**config.mk**
```make
export PLATFORM = sky130hd
export DESIGN_NAME = xif_offload_flat
export DESIGN_NICKNAME = d
export VERILOG_FILES = /design/src/rtl/xif_pkg.sv /design/src/rtl/xif_offload_if.sv /design/src/rtl/xif_offload.sv /design/src/flat_wrapper.sv
export SDC_FILE = /design/constraint.sdc
export NUM_CORES = 1
export LEC_CHECK = 0
export ABC_AREA = 0
export BUFFER_PORTS_ARGS = -buffer_cell sky130_fd_sc_hd__buf_2
export CORE_MARGIN = 3
export CORE_UTILIZATION = 25
export DETAILED_ROUTE_END_ITERATION = 10
export GPL_ROUTABILITY_DRIVEN = 1
export GPL_TIMING_DRIVEN = 0
export PLACE_DENSITY = 0.52
export SYNTH_ARGS = -nofsm -noshare
export SYNTH_HDL_FRONTEND = slang
export SYNTH_SLANG_ARGS = --single-unit
```
**constraint.sdc**
```tcl
create_clock -name clk_i -period 3.15 [get_ports clk_i]
set_input_delay 0.1575 -clock clk_i [delete_from_list [all_inputs] [get_ports clk_i]]
set_output_delay 0.1575 -clock clk_i [all_outputs]
set_load 0.01 [all_outputs]
```
**src/rtl/xif_pkg.sv**
```systemverilog
// Shared types and constants for the X-IF offload initiator.
package xif_pkg;

    typedef enum logic [1:0] {
        IDLE,
        ISSUE,
        COMMIT,
        WAIT_RESULT
    } xif_state_e;

    localparam logic [6:0] OPC_RMLD = 7'h08;
    localparam logic [6:0] OPC_RMST = 7'h09;
    localparam logic [6:0] OPC_TEST = 7'h0a;

    localparam logic [1:0] XIF_MODE_M          = 2'b11;
    localparam logic [5:0] XIF_TIMEOUT_EXCCODE = 6'h3F;

endpackage

```
**src/rtl/xif_offload_if.sv**
```systemverilog
// X-IF issue/commit/result channel between the core-side initiator and the coprocessor.
interface xif_offload_if #(
    parameter int unsigned X_NUM_RS    = 2,
    parameter int unsigned X_ID_WIDTH  = 4,
    parameter int unsigned X_RFR_WIDTH = 32,
    parameter int unsigned X_RFW_WIDTH = 32
);
    logic                                   issue_valid;
    logic                                   issue_ready;
    logic [31:0]                            issue_req_instr;
    logic [X_ID_WIDTH-1:0]                  issue_req_id;
    logic [1:0]                             issue_req_mode;
    logic [X_NUM_RS-1:0][X_RFR_WIDTH-1:0]   issue_req_rs;
    logic [X_NUM_RS-1:0]                    issue_req_rs_valid;
    logic                                   issue_resp_accept;
    logic                                   issue_resp_writeback;

    logic                                   commit_valid;
    logic [X_ID_WIDTH-1:0]                  commit_id;
    logic                                   commit_kill;

    logic                                   result_valid;
    logic                                   result_ready;
    logic [X_ID_WIDTH-1:0]                  result_id;
    logic [X_RFW_WIDTH-1:0]                 result_data;
    logic [4:0]                             result_rd;
    logic                                   result_we;
    logic                                   result_exc;
    logic [5:0]                             result_exccode;

    modport master (
        output issue_valid, issue_req_instr, issue_req_id, issue_req_mode,
               issue_req_rs, issue_req_rs_valid, commit_valid, commit_id,
               commit_kill, result_ready,
        input  issue_ready, issue_resp_accept, issue_resp_writeback,
               result_valid, result_id, result_data, result_rd, result_we,
               result_exc, result_exccode
    );

    modport slave (
        input  issue_valid, issue_req_instr, issue_req_id, issue_req_mode,
               issue_req_rs, issue_req_rs_valid, commit_valid, commit_id,
               commit_kill, result_ready,
        output issue_ready, issue_resp_accept, issue_resp_writeback,
               result_valid, result_id, result_data, result_rd, result_we,
               result_exc, result_exccode
    );

endinterface

```
**src/rtl/xif_offload.sv**
```systemverilog
// Core-side X-IF initiator: issues one custom instruction, commits or kills it,
// and turns the coprocessor result into a register-file write or completion pulse.
module xif_offload
    import xif_pkg::*;
#(
    parameter int unsigned X_NUM_RS        = 2,
    parameter int unsigned X_ID_WIDTH      = 4,
    parameter int unsigned X_RFR_WIDTH     = 32,
    parameter int unsigned X_RFW_WIDTH     = 32,
    parameter int unsigned TIMEOUT_CYCLES  = 1024,
    parameter logic [5:0]  TIMEOUT_EXCCODE = XIF_TIMEOUT_EXCCODE
) (
    input  logic                                 clk_i,
    input  logic                                 rst_ni,
    input  logic                                 offload_valid,
    output logic                                 offload_ready,
    input  logic [31:0]                          offload_instr,
    input  logic [X_NUM_RS-1:0][X_RFR_WIDTH-1:0] offload_rs,
    input  logic [X_NUM_RS-1:0]                  offload_rs_valid,
    input  logic                                 offload_kill,
    output logic                                 offload_done,
    output logic                                 offload_illegal,
    output logic                                 offload_exc,
    output logic [5:0]                           offload_exccode,
    output logic                                 rf_we,
    output logic [4:0]                           rf_waddr,
    output logic [X_RFW_WIDTH-1:0]               rf_wdata,
    xif_offload_if.master                        xif
);

    xif_state_e                           r_state;
    logic [31:0]                          r_instr;
    logic [X_NUM_RS-1:0][X_RFR_WIDTH-1:0] r_rs;
    logic [X_NUM_RS-1:0]                  r_rs_valid;
    logic                                 r_kill_pend;
    logic                                 r_accept;
    logic                                 r_wb;
    logic [X_ID_WIDTH-1:0]                r_id;
    logic [X_ID_WIDTH-1:0]                r_cid;
    logic [31:0]                          r_cnt;
    logic                                 r_done;
    logic                                 r_illegal;
    logic                                 r_exc;
    logic [5:0]                           r_exccode;
    logic                                 r_rf_we;
    logic [4:0]                           r_waddr;
    logic [X_RFW_WIDTH-1:0]               r_wdata;

    logic w_commit;
    logic w_kill;
    logic w_hit;

    assign w_commit = (r_state == COMMIT);
    assign w_kill   = r_kill_pend | offload_kill;
    assign w_hit    = xif.result_ready & xif.result_valid & (xif.result_id == r_cid);

    assign offload_ready          = (r_state == IDLE);
    assign xif.issue_valid        = (r_state == ISSUE);
    assign xif.issue_req_instr    = r_instr;
    assign xif.issue_req_id       = r_id;
    assign xif.issue_req_mode     = xif.issue_valid ? XIF_MODE_M : 2'b00;
    assign xif.issue_req_rs       = r_rs;
    assign xif.issue_req_rs_valid = r_rs_valid;
    assign xif.commit_valid       = w_commit;
    assign xif.commit_id          = r_cid;
    assign xif.commit_kill        = w_commit & (w_kill | ~r_accept);
    assign xif.result_ready       = (r_state == WAIT_RESULT);

    assign offload_done    = r_done;
    assign offload_illegal = r_illegal;
    assign offload_exc     = r_exc;
    assign offload_exccode = r_exccode;
    assign rf_we           = r_rf_we;
    assign rf_waddr        = r_waddr;
    assign rf_wdata        = r_wdata;

    always_ff @(posedge clk_i or negedge rst_ni) begin
        if (!rst_ni) begin
            r_state     <= IDLE;
            r_instr     <= '0;
            r_rs        <= '0;
            r_rs_valid  <= '0;
            r_kill_pend <= 1'b0;
            r_accept    <= 1'b0;
            r_wb        <= 1'b0;
            r_id        <= '0;
            r_cid       <= '0;
            r_cnt       <= '0;
            r_done      <= 1'b0;
            r_illegal   <= 1'b0;
            r_exc       <= 1'b0;
            r_exccode   <= '0;
            r_rf_we     <= 1'b0;
            r_waddr     <= '0;
            r_wdata     <= '0;
        end else begin
            // completion outputs are single-cycle pulses
            r_done    <= 1'b0;
            r_illegal <= 1'b0;
            r_exc     <= 1'b0;
            r_exccode <= '0;
            r_rf_we   <= 1'b0;
            r_waddr   <= '0;
            r_wdata   <= '0;
            case (r_state)
                IDLE: begin
                    if (offload_valid) begin
                        r_instr     <= offload_instr;
                        r_rs        <= offload_rs;
                        r_rs_valid  <= offload_rs_valid;
                        r_kill_pend <= 1'b0;
                        r_state     <= ISSUE;
                    end
                end
                ISSUE: begin
                    if (offload_kill) r_kill_pend <= 1'b1;
                    if (xif.issue_ready) begin
                        r_accept <= xif.issue_resp_accept;
                        r_wb     <= xif.issue_resp_writeback;
                        r_cid    <= r_id;
                        r_id     <= r_id + 1'b1;
                        r_state  <= COMMIT;
                    end
                end
                COMMIT: begin
                    r_cnt <= '0;
                    if (!r_accept) begin
                        r_illegal <= 1'b1;
                        r_state   <= IDLE;
                    end else if (w_kill || !r_wb) begin
                        r_done  <= 1'b1;
                        r_state <= IDLE;
                    end else begin
                        r_state <= WAIT_RESULT;
                    end
                end
                WAIT_RESULT: begin
                    // a matching result takes priority over a timeout in the same cycle
                    if (w_hit) begin
                        if (xif.result_exc) begin
                            r_exc     <= 1'b1;
                            r_exccode <= xif.result_exccode;
                        end else begin
                            r_rf_we <= xif.result_we & (xif.result_rd != 5'd0);
                            r_waddr <= xif.result_rd;
                            r_wdata <= xif.result_data;
                            r_done  <= 1'b1;
                        end
                        r_state <= IDLE;
                    end else if (TIMEOUT_CYCLES != 0 && r_cnt == TIMEOUT_CYCLES - 1) begin
                        r_exc     <= 1'b1;
                        r_exccode <= TIMEOUT_EXCCODE;
                        r_state   <= IDLE;
                    end else begin
                        r_cnt <= r_cnt + 32'd1;
                    end
                end
                default: r_state <= IDLE;
            endcase
        end
    end

endmodule

```
**src/flat_wrapper.sv**
```systemverilog
// flat-port wrapper written by rule: the top's interface ports become plain ports
module xif_offload_flat import xif_pkg::*;
#(
    parameter int unsigned X_NUM_RS        = 2,
    parameter int unsigned X_ID_WIDTH      = 4,
    parameter int unsigned X_RFR_WIDTH     = 32,
    parameter int unsigned X_RFW_WIDTH     = 32,
    parameter int unsigned TIMEOUT_CYCLES  = 1024,
    parameter logic [5:0]  TIMEOUT_EXCCODE = XIF_TIMEOUT_EXCCODE
)
  (clk_i, rst_ni, offload_valid, offload_ready, offload_instr, offload_rs, offload_rs_valid, offload_kill, offload_done, offload_illegal, offload_exc, offload_exccode, rf_we, rf_waddr, rf_wdata, xif_issue_valid, xif_issue_req_instr, xif_issue_req_id, xif_issue_req_mode, xif_issue_req_rs, xif_issue_req_rs_valid, xif_commit_valid, xif_commit_id, xif_commit_kill, xif_result_ready, xif_issue_ready, xif_issue_resp_accept, xif_issue_resp_writeback, xif_result_valid, xif_result_id, xif_result_data, xif_result_rd, xif_result_we, xif_result_exc, xif_result_exccode);
  xif_offload_if #(.X_NUM_RS(X_NUM_RS), .X_ID_WIDTH(X_ID_WIDTH), .X_RFR_WIDTH(X_RFR_WIDTH), .X_RFW_WIDTH(X_RFW_WIDTH)) xif_i ();
  input  logic clk_i;
  input  logic rst_ni;
  input  logic offload_valid;
  output logic offload_ready;
  input  logic [31:0] offload_instr;
  input  logic [X_NUM_RS-1:0][X_RFR_WIDTH-1:0] offload_rs;
  input  logic [X_NUM_RS-1:0] offload_rs_valid;
  input  logic offload_kill;
  output logic offload_done;
  output logic offload_illegal;
  output logic offload_exc;
  output logic [5:0] offload_exccode;
  output logic rf_we;
  output logic [4:0] rf_waddr;
  output logic [X_RFW_WIDTH-1:0] rf_wdata;
  output wire logic [$bits(xif_i.issue_valid)-1:0] xif_issue_valid;
  output wire logic [$bits(xif_i.issue_req_instr)-1:0] xif_issue_req_instr;
  output wire logic [$bits(xif_i.issue_req_id)-1:0] xif_issue_req_id;
  output wire logic [$bits(xif_i.issue_req_mode)-1:0] xif_issue_req_mode;
  output wire logic [$bits(xif_i.issue_req_rs)-1:0] xif_issue_req_rs;
  output wire logic [$bits(xif_i.issue_req_rs_valid)-1:0] xif_issue_req_rs_valid;
  output wire logic [$bits(xif_i.commit_valid)-1:0] xif_commit_valid;
  output wire logic [$bits(xif_i.commit_id)-1:0] xif_commit_id;
  output wire logic [$bits(xif_i.commit_kill)-1:0] xif_commit_kill;
  output wire logic [$bits(xif_i.result_ready)-1:0] xif_result_ready;
  input wire logic [$bits(xif_i.issue_ready)-1:0] xif_issue_ready;
  input wire logic [$bits(xif_i.issue_resp_accept)-1:0] xif_issue_resp_accept;
  input wire logic [$bits(xif_i.issue_resp_writeback)-1:0] xif_issue_resp_writeback;
  input wire logic [$bits(xif_i.result_valid)-1:0] xif_result_valid;
  input wire logic [$bits(xif_i.result_id)-1:0] xif_result_id;
  input wire logic [$bits(xif_i.result_data)-1:0] xif_result_data;
  input wire logic [$bits(xif_i.result_rd)-1:0] xif_result_rd;
  input wire logic [$bits(xif_i.result_we)-1:0] xif_result_we;
  input wire logic [$bits(xif_i.result_exc)-1:0] xif_result_exc;
  input wire logic [$bits(xif_i.result_exccode)-1:0] xif_result_exccode;
  assign xif_issue_valid = xif_i.issue_valid;
  assign xif_issue_req_instr = xif_i.issue_req_instr;
  assign xif_issue_req_id = xif_i.issue_req_id;
  assign xif_issue_req_mode = xif_i.issue_req_mode;
  assign xif_issue_req_rs = xif_i.issue_req_rs;
  assign xif_issue_req_rs_valid = xif_i.issue_req_rs_valid;
  assign xif_commit_valid = xif_i.commit_valid;
  assign xif_commit_id = xif_i.commit_id;
  assign xif_commit_kill = xif_i.commit_kill;
  assign xif_result_ready = xif_i.result_ready;
  assign xif_i.issue_ready = xif_issue_ready;
  assign xif_i.issue_resp_accept = xif_issue_resp_accept;
  assign xif_i.issue_resp_writeback = xif_issue_resp_writeback;
  assign xif_i.result_valid = xif_result_valid;
  assign xif_i.result_id = xif_result_id;
  assign xif_i.result_data = xif_result_data;
  assign xif_i.result_rd = xif_result_rd;
  assign xif_i.result_we = xif_result_we;
  assign xif_i.result_exc = xif_result_exc;
  assign xif_i.result_exccode = xif_result_exccode;
  xif_offload #(.X_NUM_RS(X_NUM_RS), .X_ID_WIDTH(X_ID_WIDTH), .X_RFR_WIDTH(X_RFR_WIDTH), .X_RFW_WIDTH(X_RFW_WIDTH), .TIMEOUT_CYCLES(TIMEOUT_CYCLES), .TIMEOUT_EXCCODE(TIMEOUT_EXCCODE)) u_core (.clk_i(clk_i), .rst_ni(rst_ni), .offload_valid(offload_valid), .offload_ready(offload_ready), .offload_instr(offload_instr), .offload_rs(offload_rs), .offload_rs_valid(offload_rs_valid), .offload_kill(offload_kill), .offload_done(offload_done), .offload_illegal(offload_illegal), .offload_exc(offload_exc), .offload_exccode(offload_exccode), .rf_we(rf_we), .rf_waddr(rf_waddr), .rf_wdata(rf_wdata), .xif(xif_i));
endmodule
```
=== Yosys cells after proc, flatten, opt, wreduce, memory -nomap -nowiden ===
Index checks and enable logic that the tools add are counted.

* Logic and storage cells: 87
* Flip-flop bits (word level): 190
* Input bits: 155
* Output and inout port bits: 160

* Muxes and demuxes: 38
* Bitwise operators: 7
* Reduce and logical (&&, ||, !) cells: 11
* Equal/unequal tests: 11
* $add $sub $neg: 2

{| class="wikitable"
|+ Operators with widths
! operator !! count
|-
| two-way mux 32 bit || 5
|-
| case mux 32 bit (2 select lines) || 1
|-
| adder 32 x 1 -> 32 bit (second input constant) || 1
|-
| equality test 32 x 10 -> 1 bit (second input constant) || 1
|-
| two-way mux 6 bit || 4
|-
| two-way mux 1 bit || 15
|-
| two-way mux 5 bit || 3
|-
| two-way mux 2 bit || 7
|-
| inequality test 2 bit (second input constant) || 5
|-
| AND reduction 3 bit || 3
|-
| case mux 2 bit (4 select lines) || 1
|-
| nonzero test 5 bit || 1
|-
| adder 4 x 1 -> 4 bit (second input constant) || 1
|-
| AND 1 bit || 4
|-
| equality test 2 bit (second input constant) || 2
|-
| equality test 4 bit || 1
|-
| case mux 1 bit (2 select lines) || 2
|-
| AND reduction 2 bit || 2
|-
| nonzero test 2 bit || 2
|-
| inequality test 3 bit (second input constant) || 1
|-
| equality test 2 x 1 -> 1 bit (second input constant) || 1
|-
| logical NOT 2 bit || 1
|-
| bitwise OR 1 bit || 2
|-
| logical NOT 1 bit || 1
|-
| other kinds (2) || 2
|}

=== Logic depth before layout (Yosys ltp) ===
Gate-level depths: netlist of run 1.

* Word-level depth: 5
* Gate-level depth with buffers: 9
* Mapped depth without buffers: 6

=== Worst setup path before layout of run 1 ===
No wires, ideal clock.

* Path kind: flip-flop to flip-flop
* From: register u_core.r_cnt[0]
* To: register u_core.r_cnt[17]
* Path buffers: 2
* Period minus slack after synthesis: 2.078 ns
* Stages on the path, launching flop included: 9
* Setup time: 0.096 ns
* Path slack: 1.072 ns
* Arrival: 1.982 ns
* Cells stage by stage: dfrtp_1 ha_1 nand2_1 or3_4 nor4_4 buf_6 buf_12 o211ai_1 o31ai_1

* Longest elaborated chain between the ends: 4
* Elaborated cells between the ends (all ways): 7
* Classes of those cells: add/sub (1); eq/ne (2); mux (3); reduce/logical (1)

{| class="wikitable"
|+ RTL lines
! element !! RTL line !! source
|-
| start: declaration || xif_offload.sv:40 || <nowiki>logic [31:0] r_cnt;</nowiki>
|-
| start signal: assignment || xif_offload.sv:155 || <nowiki>r_cnt <= r_cnt + 32'd1;</nowiki>
|-
| adder 32 x 1 -> 32 bit || xif_offload.sv:155 ||
|-
| two-way mux 32 bit || xif_offload.sv:150 || <nowiki>end else if (TIMEOUT_CYCLES != 0 && r_cnt == TIMEOUT_CYCLES - 1) begin</nowiki>
|-
| two-way mux 32 bit || xif_offload.sv:139 || <nowiki>if (w_hit) begin</nowiki>
|-
| case mux 32 bit (2 select lines) || xif_offload.sv:105 || <nowiki>case (r_state)</nowiki>
|}

Several ways; a longest one is shown, not always the timed one. The select of a mux whose other input is x is not followed.
A chain may end at the register's enable or synchronous reset.

=== Final worst setup path of run 1 ===
* From: register u_core.r_state[1]
* To: output port xif_commit_valid

* Longest elaborated chain between the ends: 1

{| class="wikitable"
|+ RTL lines
! element !! RTL line !! source
|-
| start: declaration || xif_offload.sv:31 || <nowiki>xif_state_e r_state;</nowiki>
|-
| start signal: assignment || xif_offload.sv:79 || <nowiki>r_state <= IDLE;</nowiki>
|-
| start signal: assignment || xif_offload.sv:112 || <nowiki>r_state <= ISSUE;</nowiki>
|-
| start signal: assignment || xif_offload.sv:122 || <nowiki>r_state <= COMMIT;</nowiki>
|-
| equality test 2 bit || xif_offload.sv:53 || <nowiki>assign w_commit = (r_state == COMMIT);</nowiki>
|-
| end: declaration || flat_wrapper.sv:34 || <nowiki>output wire logic [$bits(xif_i.commit_valid)-1:0] xif_commit_valid;</nowiki>
|}

Every way passes these cells.

==> results.toml, run 1 <==
[final_layout]
fin_nets = 1220
fin_area_um2 = 11900
syn_to_final_growth_pct = 53.4
drive_gt1_share_pct = 45.2

[power]
p_leak_nw = 5.61
powerDensity_nw_per_um2 = 752
total_power_mw = 8.92
ir_drop_uv = 418

[grt]
grt_pass1_wl_um = 37600
grt_antenna_before_repair = 2
gr-total-overflow = 0
track_usage_pct = 14.5
grt_max_degree = 97
first_global_vias = 6797

[synth]
synth_area_leaders = "dfrtp_1 61%, mux2_2 15%, and2_1 3.2%"
syn_nets = 740
ys_types = 48
syn_area_per_cell_um2 = 13.3
netlist_instances = 583
async_flop_share_pct = 100
synth-adder-area-share_pct = 0.323
yosys_register_bits = 190
synth_top_family_by_area = "multiplexers"
synth_top_area_share_pct = 61.4
synth_edf_count = 0
yosysSeqAreaShare_pct = 61.4
ys_top_cells_by_count = "190 x dfrtp_1, 105 x mux2_2, 39 x and2_1"
yosys.area.top_type = "dfrtp_1"
synth_xor_area_share_pct = 1.02
syn-cell-area_um2 = 7740
yosys.area_share.simple_pct = 12.9
muxShareOfSynthArea_pct = 15.5
synth_ff_type = "dfrtp_1"
synth_warnings = 0
synth-compound-area-share_pct = 6.77
synth_most_common_cell = "dfrtp_1"

[worst_setup_path]
cpMaxStageDelayCell = "buf_1"
crit_family = "buffers and inverters"
setup.worst_path.start_class = "flop"
path_class = "reg -> out"
critPathMaxStageDelay_ns = 0.49
required_ns = 2.99
worst_r2r_startpoint = "u_core.r_state[0]"
endpoint_kind = "output port"
arrival_ns = 2.69
cp-startpoint = "u_core.r_state[1]"
path_max_fanout = 10
path_cells = "clkbuf_1 > nand2_1 > clkinv_1 > buf_1 > buf_2"
path_buf_inv = 4

[detailed_routing]
drc_errors = 0
vias_per_cell = 4.42
num_vias = 6477
firstDrtPassIters = 4
drt_iter0_markers = 261
wl_per_cell_um = 16.5
postRouteAntennaNets = 0
drt_wl_total_um = 24200

[timing]
slew_headroom_pct = 40.4
layout_min_cycle_time_ns = 2.84
tightest_slew_ns = 0.870
hold_viol_final = 0
skew_ns = 0.0118
slew_violations = 0
max_freq_mhz = 352
finalCritPeriodShare_pct = 90.3
rsz0062_at_grt = "false"
finalSetupViolCount = 0

[place]
placed_cell_area_um2 = 9840
post-dp-hpwl_um = 17100
place.port_buffers = 314
place.gp.congestion = 0.748

[clock_network]
cts_made_buffers = 17
cts_root_buffer = "clkbuf_16"
clock_latency_ns = 0.44
cts_setup_buffers = 0
cts_buffer_depth = 2
path_clk_slew_ns = 0.08
htree_num_levels = 4
cts_tree = "done"
clock-sinks = 190

[die]
die_h_um = 182
core_region_area_um2 = 30100
die_x_um = 182
row_count = 63
dieArea_um2 = 33100
initial_core_util_pct = 25.7
ioPinCount = 315

[min_path]
min_from = "xif_result_exccode[5]"
hold_class = "in -> reg"

[flow_run]
max_cap_violations = 0

[status]
status = "finished clean"
[power breakdown]
group          internal [mW]  switching [mW]  leakage (nW)  total, mW
sequential              3.21           0.429          2.41       3.64
combinational           1.56            1.61          2.92       3.17
clock                   1.05            1.06         0.279       2.11
total                   5.83            3.10          5.61       8.92
[registers in the layout, indices dropped and copies added, names as in the netlist, 4 cells and up]
name	cells
u_core.offload_exccode	6
u_core.r_cnt	32
u_core.rf_waddr	5
u_core.rf_wdata	32
u_core.xif.commit_id	4
u_core.xif.issue_req_id	4
u_core.xif.issue_req_instr	32
u_core.xif.issue_req_rs	64
[worst paths after layout]
| kind | end | slack (ns) | cells past startpoint |
|---|---|---|---|
| hold / removal | u_core.offload_exccode[5] | 0.03 | 3 |
| min in group asynchronous | u_core.offload_exc | 0.35 | 2 |
| setup reg to reg | u_core.r_cnt[19] | 0.36 | 9 |
| hold reg to reg | u_core.xif.issue_req_id[3] | 0.50 | 1 |
| max in group asynchronous | u_core.xif.issue_req_rs_valid[1] | 1.85 | 3 |
| setup / recovery | xif_commit_valid | 0.31 | 5 |
[layer usage]
| metal | GRT usage [%] | share of wire (%) | wire length [um] |
|---|---|---|---|
| met1 | 17.3 | 42 | 10100 |
| met2 | 24.8 | 50 | 12000 |
| met3 | 3.91 | 6.2 | 1500 |
| met4 | 5.42 | 2.4 | 572 |
| met5 | 0 | 0.054 | 13 |
[tightest hold or removal path: stages]
cell and delay [ns]:
buf_2 0.10, o21ai_0 0.08, nor2_1 0.09
[cell families (layout without fill, tap and decap cells)]
| logic type | Yosys count | after routing |
|---|---|---|
| adders and majority gates | 2 | 2 |
| other | 0 | 1 |
| AOI/OAI and AO/OA | 72 | 72 |
| buffers and inverters | 32 | 525 |
| xor gates and xnor gates | 9 | 9 |
| and+or+nand+nor | 171 | 171 |
| DFF | 190 | 190 |
| muxes | 107 | 107 |
[through the flow]
stage          cells  hold slack, ns  setup TNS (ns)  setup WS (ns)  utilization [%]
5_1_grt         1467          0.0345               0         0.0697             39.4
3_5_place_dp    1288           0.262               0          0.321             32.7
4_1_cts         1466          0.0155               0          0.140             39.4
2_1_floorplan    583          -0.138               0           1.07                -
3_3_place_gp    1287           0.364         -289.23          -1.55             32.5
6_report        1467          0.0331               0          0.307             39.4
[layout by cell type (no fill, tap or decap), types with 2 or more instances in the layout]
master         Yosys  layout
buf_2              4     317
dfrtp_1          190     190
dlygate4sd3_1      0     146
mux2_2           105     105
and2_1            39      39
nand2_1           33      33
nor2_1            22      22
nand3_1           17      17
clkbuf_16          0      17
o21ai_0           16      16
clkbuf_1          16      15
a21oi_1           15      15
or4_1             13      13
or3_1             12      12
nand4_1            8       8
o31ai_2            8       8
a21oi_2            8       8
nor4_1             7       7
xnor2_1            6       6
and3_1             6       6
o211ai_1           6       6
inv_1              5       5
o31ai_1            4       4
o311ai_0           4       4
inv_8              0       4
clkinv_4           0       4
inv_6              0       4
buf_4              3       3
nor3_1             3       3
xor2_1             3       3
mux2i_1            2       2
a31oi_1            2       2
nor4_2             2       2
nor4_4             2       2
o2111ai_1          2       2
nand2b_1           2       2
ha_1               2       2
[timing repair]
item / 4_1_cts / 5_1_grt
hold endpoints to repair: 238 / 0
resized for setup: 0 / 2
endpoints found under the setup margin: 0 / 1
hold buffers: 146 / 0
[layout make-up]
cell class | instances | area [um2]
Fill cell | 2869 | 18200
Sequential cell | 190 | 4750
Timing Repair Buffer | 461 | 3070
Multi-Input combinational cell | 361 | 2830
Tap cell | 390 | 488
Clock buffer | 17 | 425
Clock inverter | 15 | 144
Buffer | 26 | 139
Inverter | 6 | 22.5
Antenna cell | 1 | 2.50
(Power assumes the default switching activity.)
==> inputs of run 2 (changes only) <==
- CORE_ASPECT_RATIO: default -> 0.9
==> run 2 against run 1 <==
- worst hold slack worse by 0.0058 ns
- power up 2.1%
- worst setup slack worse by 0.053 ns
- clock skew down 0.0025 ns
- sequential power about the same
- clock power up 6%
- global-route usage up 0.50 points
- count of clock-buffer cells in the layout up 2
- maximum frequency down 1.8%
- register-to-register slack worse by 0.11 ns
- cell area up 0.21%
- core utilization about the same
- critical endpoint is now u_core.offload_exccode[2]
==> results.toml, run 2 (synthesis results as in run 1) <==
[die]
die_h_um = 173
row_count = 60
core_region_area_um2 = 30200
dieArea_um2 = 33100
initial_core_util_pct = 25.6
die_x_um = 191
ioPinCount = 315

[timing]
tightest_slew_ns = 0.779
layout_min_cycle_time_ns = 2.90
slew_headroom_pct = 47.1
skew_ns = 0.00935
slew_violations = 0
finalCritPeriodShare_pct = 92.0
finalSetupViolCount = 0
rsz0062_at_grt = "false"
max_freq_mhz = 345
hold_viol_final = 0

[place]
place.port_buffers = 314
post-dp-hpwl_um = 17100
place.gp.congestion = 0.781
placed_cell_area_um2 = 9850

[clock_network]
cts_root_buffer = "clkbuf_16"
cts_made_buffers = 17
htree_num_levels = 4
cts_setup_buffers = 0
path_clk_slew_ns = 0.07
cts_buffer_depth = 2
clock_latency_ns = 0.43
clock-sinks = 190
cts_tree = "done"

[detailed_routing]
drt_iter0_markers = 202
num_vias = 6505
vias_per_cell = 4.41
drc_errors = 0
wl_per_cell_um = 16.9
postRouteAntennaNets = 0
firstDrtPassIters = 4
drt_wl_total_um = 25000

[worst_setup_path]
path_class = "reg -> reg"
cp-startpoint = "u_core.r_state[0]"
path_max_fanout = 10
arrival_ns = 3.18
rr_worst_depth = 7
setup.worst_path.start_class = "flop"
endpoint_kind = "flop"
worst_r2r_startpoint = "u_core.r_state[0]"
required_ns = 3.43

[final_layout]
mostFrequentLayoutCell = "buf_2"
syn_to_final_growth_pct = 53.7
fin_nets = 1217
fin_area_um2 = 11900
largest_register_ffs = 64
layout_common_cells = "317 x buf_2, 190 x dfrtp_1, 143 x dlygate4sd3_1, 105 x mux2_2, 39 x and2_1"
n_antenna_cell = 0
final_core_util_pct = 39.4
drive_gt1_share_pct = 45.5

[grt]
first_global_vias = 6889
gr-total-overflow = 0
track_usage_pct = 15.0
grt_pass1_wl_um = 38800
grt_max_degree = 99
grt_antenna_before_repair = 0

[min_path]
min_from = "xif_result_exccode[2]"
holdPathStages = 3
hold_class = "in -> reg"

[power]
p_leak_nw = 5.59
ir_drop_uv = 346
powerDensity_nw_per_um2 = 766

[flow_run]
max_cap_violations = 0

[status]
status = "finished clean"
==> run 2: power by group <==
part           internal [mW]  switching (mW)  total [mW]
logic                   1.56            1.66        3.23
clock network           1.17            1.06        2.23
registers               3.21           0.438        3.65
total                   5.95            3.16        9.11
==> run 2: path summary, 6_finish.rpt <==
path	end	slack [ns]
worst min register to register	u_core.xif.issue_req_id[3]	0.50
max in group asynchronous	u_core.xif.issue_req_instr[12]	1.91
worst min-delay path	u_core.offload_exccode[2]	0.03
worst max-delay path	u_core.offload_exccode[2]	0.25
min in group asynchronous	u_core.xif.issue_req_id[3]	0.32
worst max register to register	u_core.offload_exccode[2]	0.25
==> run 2: layout make-up <==
class | count | area (um2)
buffer | 26 | 138
timing repair buffer | 458 | 3040
sequential | 190 | 4750
tap | 403 | 504
inverter | 6 | 26.3
clock inverter | 13 | 148
multi-input combinational | 361 | 2830
clock buffer | 19 | 453
fill | 2920 | 18300
==> run 2: timing repair <==
action,4_1_cts,5_1_grt
gates resized for setup,1,2
endpoints found under the hold margin,234,0
hold buffers,143,0
endpoints found under the setup margin,9,17
==> run 2: stage by stage <==
step / power [mW] / setup WS, ns / std cells / setup TNS [ns] / hold slack, ns
CTS: 9.20 / 0.0102 / 1476 / 0 / 0.00487
detailed placement: 6.78 / -0.0459 / 1301 / -0.187 / 0.237
floorplan: 5.38 / 1.07 / 583 / 0 / -0.138
finish: 9.11 / 0.253 / 1476 / 0 / 0.0272
global placement: 6.73 / -1.57 / 1300 / -294.26 / 0.364
global route: 9.68 / 0.0421 / 1476 / 0 / 0.0222
==> run 2: worst max-delay path, cell delays in order, from the launching register on <==
cell        delay, ns
dfrtp_1          0.36
buf_4            0.17
nand2_1          0.27
clkinvlp_4       0.37
and3_1           0.29
nand2_1          0.40
mux2i_2          0.74
nor2_1           0.13
==> run 2: routing by layer <==
layer / wire length (um) / part of all wire (%) / global-route usage (%) / vias to the layer above
met5: 0 / 0 / 0 / -
met4: 614 / 2.5 / 5.41 / 0
met3: 2160 / 8.6 / 4.16 / 34
met2: 11800 / 47 / 25.1 / 287
met1: 10400 / 42 / 18.4 / 3113
li1: - / - / - / 3071
